$ cat config.mk
export PLATFORM = sky130hd
export DESIGN_NAME = rom_wr_sequencer
export DESIGN_NICKNAME = d
export VERILOG_FILES = /design/src/rtl/sdram_test_pkg.sv /design/src/rtl/rom_wr_checksum.sv /design/src/rtl/rom_wr_sequencer.sv
export SDC_FILE = /design/constraint.sdc
export NUM_CORES = 1
export LEC_CHECK = 0
export CORE_UTILIZATION = 51
export DETAILED_ROUTE_END_ITERATION = 8
export PLACE_DENSITY = 0.87
export SLEW_MARGIN = 20
export SYNTH_ARGS = -nofsm -noshare
export SYNTH_HDL_FRONTEND = slang
export SYNTH_SLANG_ARGS = --single-unit
$ cat constraint.sdc
create_clock -name sys_clk -period 6.5 [get_ports sys_clk]
set_input_delay 0.65 -clock sys_clk [delete_from_list [all_inputs] [get_ports sys_clk]]
set_output_delay 0.65 -clock sys_clk [all_outputs]
set_load 0.01 [all_outputs]
$ cat src/rtl/sdram_test_pkg.sv
// Shared types and limits for the SDRAM test datapath.
package sdram_test_pkg;

  localparam int unsigned SDRAM_ASIZE = 16;
  localparam int unsigned SDRAM_DSIZE = 16;

  localparam int unsigned ROM_LAT_MIN = 1;
  localparam int unsigned ROM_LAT_MAX = 3;
  localparam int unsigned LAT_CNT_W   = 2;

  typedef enum logic [2:0] {
    ST_IDLE,
    ST_FETCH,
    ST_WAIT,
    ST_PUSH,
    ST_FIN
  } seq_state_e;

endpackage

$ cat src/rtl/rom_wr_checksum.sv
// Modulo-2^DSIZE accumulator of pushed words; cleared per burst.
module rom_wr_checksum
  import sdram_test_pkg::*;
#(
  parameter int unsigned DSIZE = SDRAM_DSIZE
) (
  input  logic             clk,
  input  logic             rst,
  input  logic             clr,
  input  logic             en,
  input  logic [DSIZE-1:0] data,
  output logic [DSIZE-1:0] sum
);

  logic [DSIZE-1:0] sum_q;

  always_ff @(posedge clk) begin
    if (rst || clr) begin
      sum_q <= '0;
    end else if (en) begin
      sum_q <= sum_q + data;
    end
  end

  assign sum = sum_q;

endmodule

$ cat src/rtl/rom_wr_sequencer.sv
// Walks the pattern ROM from a base address and pushes each word into the SDRAM write FIFO.
// Optional running checksum of pushed words under ROM_WR_SEQ_CHECKSUM_EN.
module rom_wr_sequencer
  import sdram_test_pkg::*;
#(
  parameter int unsigned AW      = SDRAM_ASIZE,
  parameter int unsigned DSIZE   = SDRAM_DSIZE,
  parameter int unsigned ROM_LAT = 1
) (
  input  logic             sys_clk,
  input  logic             sys_rst,
  input  logic             start,
  input  logic [AW-1:0]    base_addr,
  input  logic [AW-1:0]    word_cnt,
  output logic [AW-1:0]    rom_addr,
  input  logic [DSIZE-1:0] rom_q,
  input  logic             wr_full,
  output logic             wr_en,
  output logic [DSIZE-1:0] wr_data,
  output logic             busy,
  output logic             done,
  output logic [AW-1:0]    pushed,
  output logic [DSIZE-1:0] checksum
);

  if (ROM_LAT < ROM_LAT_MIN || ROM_LAT > ROM_LAT_MAX) begin : g_lat_range
    $error("rom_wr_sequencer: ROM_LAT outside supported range");
  end

  seq_state_e             state_q;
  logic [AW-1:0]          addr_q;
  logic [AW-1:0]          remain_q;
  logic [AW-1:0]          pushed_q;
  logic [LAT_CNT_W-1:0]   lat_q;
  logic [DSIZE-1:0]       wr_data_q;
  logic                   busy_q;
  logic                   done_q;

  // Strobe is the only combinational output; suppressed while reset is asserted.
  assign wr_en = (state_q == ST_PUSH) && !wr_full && !sys_rst;

  always_ff @(posedge sys_clk) begin
    if (sys_rst) begin
      state_q   <= ST_IDLE;
      addr_q    <= '0;
      remain_q  <= '0;
      pushed_q  <= '0;
      lat_q     <= '0;
      wr_data_q <= '0;
      busy_q    <= 1'b0;
      done_q    <= 1'b0;
    end else begin
      done_q <= 1'b0;
      case (state_q)
        ST_IDLE: begin
          if (start) begin
            addr_q   <= base_addr;
            remain_q <= word_cnt;
            pushed_q <= '0;
            busy_q   <= 1'b1;
            state_q  <= ST_FETCH;
          end
        end
        ST_FETCH: begin
          lat_q   <= LAT_CNT_W'(ROM_LAT - 1);
          state_q <= ST_WAIT;
        end
        ST_WAIT: begin
          if (lat_q == '0) begin
            wr_data_q <= rom_q;
            state_q   <= ST_PUSH;
          end else begin
            lat_q <= lat_q - LAT_CNT_W'(1);
          end
        end
        ST_PUSH: begin
          // A zero word_cnt underflows here and runs the full 2^AW words.
          if (!wr_full) begin
            pushed_q <= pushed_q + AW'(1);
            remain_q <= remain_q - AW'(1);
            addr_q   <= addr_q + AW'(1);
            if (remain_q == AW'(1)) begin
              done_q  <= 1'b1;
              state_q <= ST_FIN;
            end else begin
              state_q <= ST_FETCH;
            end
          end
        end
        ST_FIN: begin
          busy_q  <= 1'b0;
          state_q <= ST_IDLE;
        end
        default: begin
          state_q <= ST_IDLE;
        end
      endcase
    end
  end

  assign rom_addr = addr_q;
  assign wr_data  = wr_data_q;
  assign busy     = busy_q;
  assign done     = done_q;
  assign pushed   = pushed_q;

`ifdef ROM_WR_SEQ_CHECKSUM_EN
  logic start_acc;
  assign start_acc = (state_q == ST_IDLE) && start;

  rom_wr_checksum #(
    .DSIZE (DSIZE)
  ) u_checksum (
    .clk  (sys_clk),
    .rst  (sys_rst),
    .clr  (start_acc),
    .en   (wr_en),
    .data (wr_data_q),
    .sum  (checksum)
  );
`else
  assign checksum = '0;
`endif

endmodule

=== Word level (Yosys, flattened, before mapping) ===
Index checks and enable logic that the tools add are counted.

* Flip-flop bits (word level): 71
* Logic and storage cells: 56
* Memories kept: 0
* Bits in writable memories: 0
* Output and inout bits: 67
* Memory bits (read-only): 0
* Bits in latches: 0
* Input port bits: 52

* Reductions and logical operators: 15
* Shifts and indexed selects: 0
* Bitwise logic cells: 1
* Multipliers: 0
* Div/mod/pow operators: 0
* Muxes and demuxes: 19
* $lt $le $gt $ge: 0
* Eq/ne operators: 9
* Add/subtract/negate cells: 4

{| class="wikitable"
|+ Operator list
! cell !! count
|-
| $mux 16 || 6
|-
| $pmux 16 s2 || 3
|-
| $add 16x1->16 const B || 2
|-
| $eq 16x1->1 const B || 1
|-
| $sub 16x1->16 const B || 1
|-
| $mux 3 || 4
|-
| $pmux 3 s4 || 1
|-
| $ne 2x2->1 const B || 4
|-
| $eq 3x2->1 const B || 2
|-
| $reduce_and 2->1 || 3
|-
| $reduce_and 3->1 || 2
|-
| $reduce_bool 2->1 || 3
|-
| $pmux 2 s2 || 1
|-
| $eq 3x1->1 const B || 1
|-
| $eq 3x3->1 const B || 1
|-
| $logic_not 3->1 || 1
|-
| $reduce_or 3->1 || 1
|-
| $logic_and 1x1->1 || 2
|-
| $logic_not 1->1 || 2
|-
| $logic_not 2->1 || 1
|-
| $mux 1 || 2
|-
| $mux 2 || 1
|-
| $pmux 1 s2 || 1
|-
| $sub 2x1->2 const B || 1
|-
| $not 1->1 || 1
|}

=== Logic depth before layout (Yosys ltp) ===
Gate-level depths: netlist of the first run.

* Word-level depth: 4
* Mapped depth: 7
* Mapped depth without buffers: 6

=== Worst setup path before layout of the first run ===
Ideal clock, no wire load.

* Path type: input to register
* Start point: input port start
* End point: register pushed_q[15] (netlist: pushed[15])
* Required time: 6.379 ns
* Buffers on the path: 0
* Setup time: 0.121 ns
* Stages: 4
* Data arrival time: 2.188 ns
* Setup slack: 4.191 ns
* Cells stage by stage: or3b_2 -> a2111oi_4 -> nor3b_1 -> mux2_2

* Word-level cells in the longest chain between the ends: 2

{| class="wikitable"
|+ Ends and longest elaborated chain
! what !! RTL line !! text
|-
| start: declaration || rom_wr_sequencer.sv:12 || <nowiki>input logic start,</nowiki>
|-
| $ne 2x2->1 (no source line) || -- ||
|-
| $reduce_and 3->1 (no source line) || -- ||
|-
| end signal: assignment || rom_wr_sequencer.sv:79 || <nowiki>pushed_q <= pushed_q + AW'(1);</nowiki>
|-
| end: declaration || rom_wr_sequencer.sv:33 || <nowiki>logic [AW-1:0] pushed_q;</nowiki>
|}

No other way between the ends.
A chain may end at the register's enable or synchronous reset.

=== Worst setup path in the final report of the first run ===
* Start point: input port sys_rst
* End point: output port wr_en

* Word-level cells in the longest chain between the ends: 2

{| class="wikitable"
|+ Ends and longest elaborated chain
! what !! RTL line !! text
|-
| start: declaration || rom_wr_sequencer.sv:11 || <nowiki>input logic sys_rst,</nowiki>
|-
| $logic_not 1->1 || rom_wr_sequencer.sv:40 || <nowiki>assign wr_en = (state_q == ST_PUSH) && !wr_full && !sys_rst;</nowiki>
|-
| $logic_and 1x1->1 || rom_wr_sequencer.sv:40 ||
|-
| end: declaration || rom_wr_sequencer.sv:18 || <nowiki>output logic wr_en,</nowiki>
|}

No other way between the ends.

==> flow_summary.json, run 1 <==
{
  "setup.worst_path.end": "wr_en",
  "dieHeight_um": 88.4,
  "reg2reg_to": "pushed[15]",
  "postCtsSetupRepairBufs": 0,
  "grt_pass1_wl_um": 17000,
  "ys_seq_area_share_pct": 37.3,
  "synth_most_common_cell": "dfxtp_1",
  "boundaryPins": 119,
  "dpl.hpwl_um": 7180,
  "wl_met1_um": 4420,
  "fin_crit_ps": 3980,
  "setup_slack_ps": 2520,
  "ys_warn_count": 0,
  "required_ps": 5850,
  "htree_levels": 3,
  "relSlewSlack_pct": 40.9,
  "area_growth_pct": 31.1,
  "hold_viol": 0,
  "p_total_mw": 1.13,
  "cts.sinks": 71,
  "root_buffer": "clkbuf_8",
  "viasPerCell": 6.02,
  "critPathMaxFanout": 43,
  "highest_layer": "met4",
  "cts_made_buffers": 9,
  "synthTopCellsByCount": "dfxtp_1 (71), nand2_1 (63), a21oi_1 (47)",
  "grt_pass1_vias": 3757,
  "synthArstFlopShare_pct": 0,
  "avgSynthCellArea_um2": 7.94,
  "cts_tree": "done",
  "r2r_start": "state_q[0]",
  "netlist_top_cells_area": "dfxtp_1 (37%), nand2_1 (6.2%), a21oi_1 (6.2%)",
  "gr-total-overflow": 0,
  "whs_ps": 460,
  "path_class": "input pin to primary output",
  "cts_repair_resize_count": 0,
  "synth_area_leader_cell": "dfxtp_1",
  "ys.flop_type": "dfxtp_1",
  "vdd.ir_drop.worst_mv": 0.122,
  "drive_gt1_share_pct": 5.28,
  "drv_slew": 0,
  "synth_area_um2": 3810,
  "synth.top_cell.area_share_pct": 37.3,
  "setup_viol": 0,
  "grtUsageTotal_pct": 27.6,
  "drt_first_pass_iters": 6,
  "min_from": "wr_data[3]",
  "cp-end-kind": "primary output",
  "crit_arrival_ps": 3330,
  "die-area_um2": 7820,
  "die_w_um": 88.4,
  "core_area_um2": 7250,
  "antenna_cells": 0,
  "start_util_pct": 52.5,
  "antenna_found_initial": 0,
  "via_count": 4017,
  "start_kind": "input pin",
  "place_congestion": 0.896,
  "ant_nets": 0,
  "ys_ff_latch": 71,
  "netlist_instances": 480,
  "hold_buffers": 0,
  "rsz0062_at_grt": "false",
  "first_iter_violations": 377,
  "wl_um": 10600,
  "reg2regPathDepth": 4,
  "worstMarginPinSlew_ps": 879,
  "met3WireLength_um": 698,
  "grt_max_degree": 64,
  "fmax_mhz": 251,
  "rrSetupSlack_ps": 4160,
  "dr_wl_met2_um": 5130,
  "fin_crit_sh_pct": 61.2,
  "io_buffer_count": 102,
  "insertion_delay_ps": 350,
  "min_path_type": "flop to flop",
  "finalNetCount": 620,
  "max_cap_violations": 0,
  "synth_edf_count": 0,
  "p_leak_nw": 1.74,
  "startpoint": "sys_rst",
  "setup_tns_ps": 0,
  "detailedPlace.worstSlack_ps": 2610,
  "post_drt_wl_per_cell_um": 15.8,
  "drcViolationCount": 0,
  "pwr_density_cell_nw_per_um2": 225,
  "status": "finished clean",
  "cts.clk_slew.worst_paths_ps": 70,
  "skew_ps": 4.91,
  "cts_buffer_depth": 2,
  "ys_types": 58,
  "rows": 31
}
-- worst max-delay path, stage by stage --
cell,delay [ps]
clkdlybuf4s50_1,450
buf_4,400
clkinv_1,590
nand3_1,500
inv_1,200
clkdlybuf4s50_1,520
-- layout by cell type (no fill, tap or decap), types with 3 or more instances in the layout --
master	Yosys	final
a311oi_1	4	4
o211ai_1	10	10
a21o_1	6	6
o21ai_0	26	26
nand3b_1	3	3
a211oi_1	3	3
inv_1	17	17
nand4_1	9	9
ha_1	5	5
a22o_1	5	5
or3_1	8	8
buf_4	16	4
nand2_1	63	63
conb_1	1	16
nor2_1	21	21
clkinvlp_4	0	4
clkdlybuf4s50_1	0	102
and4_1	5	5
and2_0	6	6
o32ai_1	4	4
or4_1	11	11
a32o_1	9	9
a21oi_1	47	46
nand3_1	14	14
clkbuf_8	0	9
nor3b_1	5	5
nor4_1	8	8
and2_1	4	4
dfxtp_1	71	71
nor3_1	13	13
o41ai_1	3	3
o31ai_1	13	13
-- area by class of cell --
type                       instances  area [um2]
tap                               99         124
multi-input combinational        357        2130
clock buffer                       9         124
fill                             619        2260
inverter                          18        67.6
sequential                        71        1420
timing repair buffer             106        1050
clock inverter                     7        73.8
-- flip-flops by register name, summed over array words and instances (netlist names) --
| register | count |
|---|---|
| pushed | 16 |
| remain_q | 16 |
| rom_addr | 16 |
| wr_data | 16 |
| state_q | 3 |
| lat_q | 2 |
| busy | 1 |
| done | 1 |
-- logic make-up after synthesis --
logic type	count (synthesis)	share of synthesized area (%)
multiplexers	3	0.821
other	1	0.0984
AND/OR/NAND/NOR	183	25.2
buffers and inverters	67	8.28
flip-flops	71	37.3
XOR/XNOR	2	0.460
adder cells (fa/ha/maj)	5	1.64
AO/OA/AOI/OAI	148	26.2
-- layer usage --
metal | global-route usage (%) | vias up
li1 | - | 1908
met2 | 46.4 | 170
met5 | 0 | -
met4 | 13.8 | 0
met1 | 34.2 | 1900
met3 | 4.85 | 39
-- worst min path at each step --
stage / depth (start not counted) / slack (ps) / end
6_report: 2 / 460 / wr_data[3]
5_1_grt: 2 / 490 / wr_data[14]
4_1_cts: 2 / 460 / wr_data[14]
3_5_place_dp: 2 / 450 / wr_data[14]
3_3_place_gp: 2 / 440 / wr_data[15]
2_1_floorplan: 1 / 450 / remain_q[14]
-- power by group --
part | internal (mW) | switching [mW]
registers | 0.466 | 0.0399
logic | 0.122 | 0.144
clock network | 0.177 | 0.177
total | 0.764 | 0.362
-- stage by stage --
stage / std cells / area (um2) / utilization (%)
global placement: 651 / 4800 / 66.1
floorplan: 495 / 3870 / -
finish: 667 / 4990 / 68.9
global route: 667 / 4990 / 68.9
CTS: 667 / 4990 / 68.9
detailed placement: 651 / 4800 / 66.1
Power figures use the tool's default switching activity.
==> inputs of run 2 (changes only) <==
--- a/config.mk
+++ b/config.mk
@@ -5,9 +5,9 @@
 export SDC_FILE = /design/constraint.sdc
 export NUM_CORES = 1
 export LEC_CHECK = 0
-export CORE_UTILIZATION = 51
+export CORE_UTILIZATION = 47
 export DETAILED_ROUTE_END_ITERATION = 8
-export PLACE_DENSITY = 0.87
+export PLACE_DENSITY = 0.81
 export SLEW_MARGIN = 20
 export SYNTH_ARGS = -nofsm -noshare
 export SYNTH_HDL_FRONTEND = slang
==> constraint.sdc (replaced) <==
create_clock -name sys_clk -period 3.9 [get_ports sys_clk]
set_input_delay 0.39 -clock sys_clk [delete_from_list [all_inputs] [get_ports sys_clk]]
set_output_delay 0.39 -clock sys_clk [all_outputs]
set_load 0.01 [all_outputs]
==> flow_summary.json, run 2 (synthesis gave the netlist of run 1 again) <==
{
  "status": "finished clean",
  "skew_ps": 9.60,
  "fin_crit_sh_pct": 76.2,
  "min_path_type": "flop to flop",
  "finalNetCount": 620,
  "fillers": 671,
  "root_buffer": "clkbuf_8",
  "setup.worst_path.end": "wr_en",
  "placed_area_um2": 4800,
  "antenna_found_initial": 0,
  "dpl.hpwl_um": 7230,
  "drcViolationCount": 0,
  "dp_cells": 654,
  "wl_um": 10600,
  "hold_viol": 0,
  "area_growth_pct": 31.8,
  "grt_pass1_vias": 3599,
  "dieHeight_um": 92.0,
  "start_kind": "input pin",
  "final_common_cell": "clkdlybuf4s50_1",
  "cts_made_buffers": 9,
  "first_iter_violations": 230,
  "cts_buffer_depth": 2,
  "rsz0062_at_grt": "false",
  "fmax_mhz": 337,
  "hold_buffers": 0,
  "postCtsSetupRepairBufs": 0,
  "cts.clk_slew.worst_paths_ps": 80,
  "p_total_mw": 1.94,
  "grtUsageTotal_pct": 25.0,
  "cp-end-kind": "primary output",
  "final_cell_area_um2": 5020,
  "drive_gt1_share_pct": 5.28,
  "cts_tree": "done",
  "reg2reg_to": "remain_q[10]",
  "grt_max_degree": 64,
  "multi_input_area_um2": 2130,
  "place_congestion": 0.910,
  "rrSetupSlack_ps": 1340,
  "r2r_start": "state_q[0]",
  "io_buffer_count": 102,
  "layout_common_cells": "clkdlybuf4s50_1 (102), dfxtp_1 (71), nand2_1 (63)",
  "setup_viol": 0,
  "vdd.ir_drop.worst_mv": 0.219,
  "setup_tns_ps": 0,
  "critPathMaxFanout": 17,
  "reg2regPathDepth": 4,
  "rows": 32,
  "ant_nets": 0,
  "drt_first_pass_iters": 5,
  "die-area_um2": 8470,
  "path_class": "input pin to primary output",
  "antenna_cells": 0,
  "instances_no_fill": 670,
  "gr-total-overflow": 0,
  "grt_pass1_wl_um": 17100,
  "required_ps": 3510,
  "drv_slew": 0,
  "cts.sinks": 71,
  "startpoint": "sys_rst",
  "pwr_density_cell_nw_per_um2": 387,
  "ff_latch_area_um2": 1420,
  "boundaryPins": 119,
  "start_util_pct": 49.0,
  "worstMarginPinSlew_ps": 986,
  "crit_arrival_ps": 2580,
  "htree_levels": 3,
  "max_cap_violations": 0,
  "viasPerCell": 5.95,
  "die_w_um": 92.0,
  "relSlewSlack_pct": 34.3,
  "core_area_um2": 7770,
  "cts_repair_resize_count": 0,
  "via_count": 3986,
  "post_drt_wl_per_cell_um": 15.8,
  "insertion_delay_ps": 360,
  "p_leak_nw": 1.77,
  "fin_crit_ps": 2970
}
run 2: cell types whose count changed in the layout (fill, tap and decap cells not counted):
cell	before	now
bufinv_16	1	2
inv_6	0	1
clkinvlp_4	4	1
clkinv_2	1	2
run 2: per-stage QoR:
step | setup slack (ps) | util, % | hold slack (ps)
after global placement | 1040 | 61.8 | 442
after global routing | 855 | 64.6 | 485
after floorplan | 1790 | - | 450
final | 930 | 64.6 | 458
after detailed placement | 966 | 61.8 | 447
after CTS | 964 | 64.6 | 459
run 2: routing by layer:
| metal | wire length [um] | track usage, % | vias up |
|---|---|---|---|
| met5 | 0 | 0 | - |
| met4 | 240 | 10.9 | 0 |
| li1 | - | - | 1912 |
| met2 | 5150 | 41.7 | 155 |
| met3 | 645 | 4.48 | 28 |
| met1 | 4520 | 31.6 | 1891 |
run 2: power by group:
part	total (mW)	internal [mW]	switching (mW)
sequential	0.839	0.776	0.0630
combinational	0.441	0.204	0.237
clock	0.661	0.361	0.300
run 2: how the worst min path moves through the flow:
stage          slack, ps  depth (start not counted)         start      endpoint
6_report             460                          2    wr_data[5]    wr_data[5]
3_3_place_gp         440                          2    wr_data[2]    wr_data[2]
4_1_cts              460                          2    wr_data[5]    wr_data[5]
2_1_floorplan        450                          1  remain_q[14]  remain_q[14]
5_1_grt              490                          2   wr_data[15]   wr_data[15]
3_5_place_dp         450                          2    wr_data[5]    wr_data[5]
run 2: critical path, stage by stage:
cell,delay [ps]
clkdlybuf4s50_1,510
clkinv_1,460
nand3_1,500
inv_1,190
clkdlybuf4s50_1,530
run 2: layout make-up:
| cell class | count | share of cell area (%) |
|---|---|---|
| multi-input cells | 357 | 42.5 |
| repair buffers | 106 | 20.9 |
| flip-flops and latches | 71 | 28.3 |
| well taps | 102 | 2.54 |
| clock inverters | 7 | 1.89 |
| clock buffers | 9 | 2.47 |
| inverters | 18 | 1.35 |
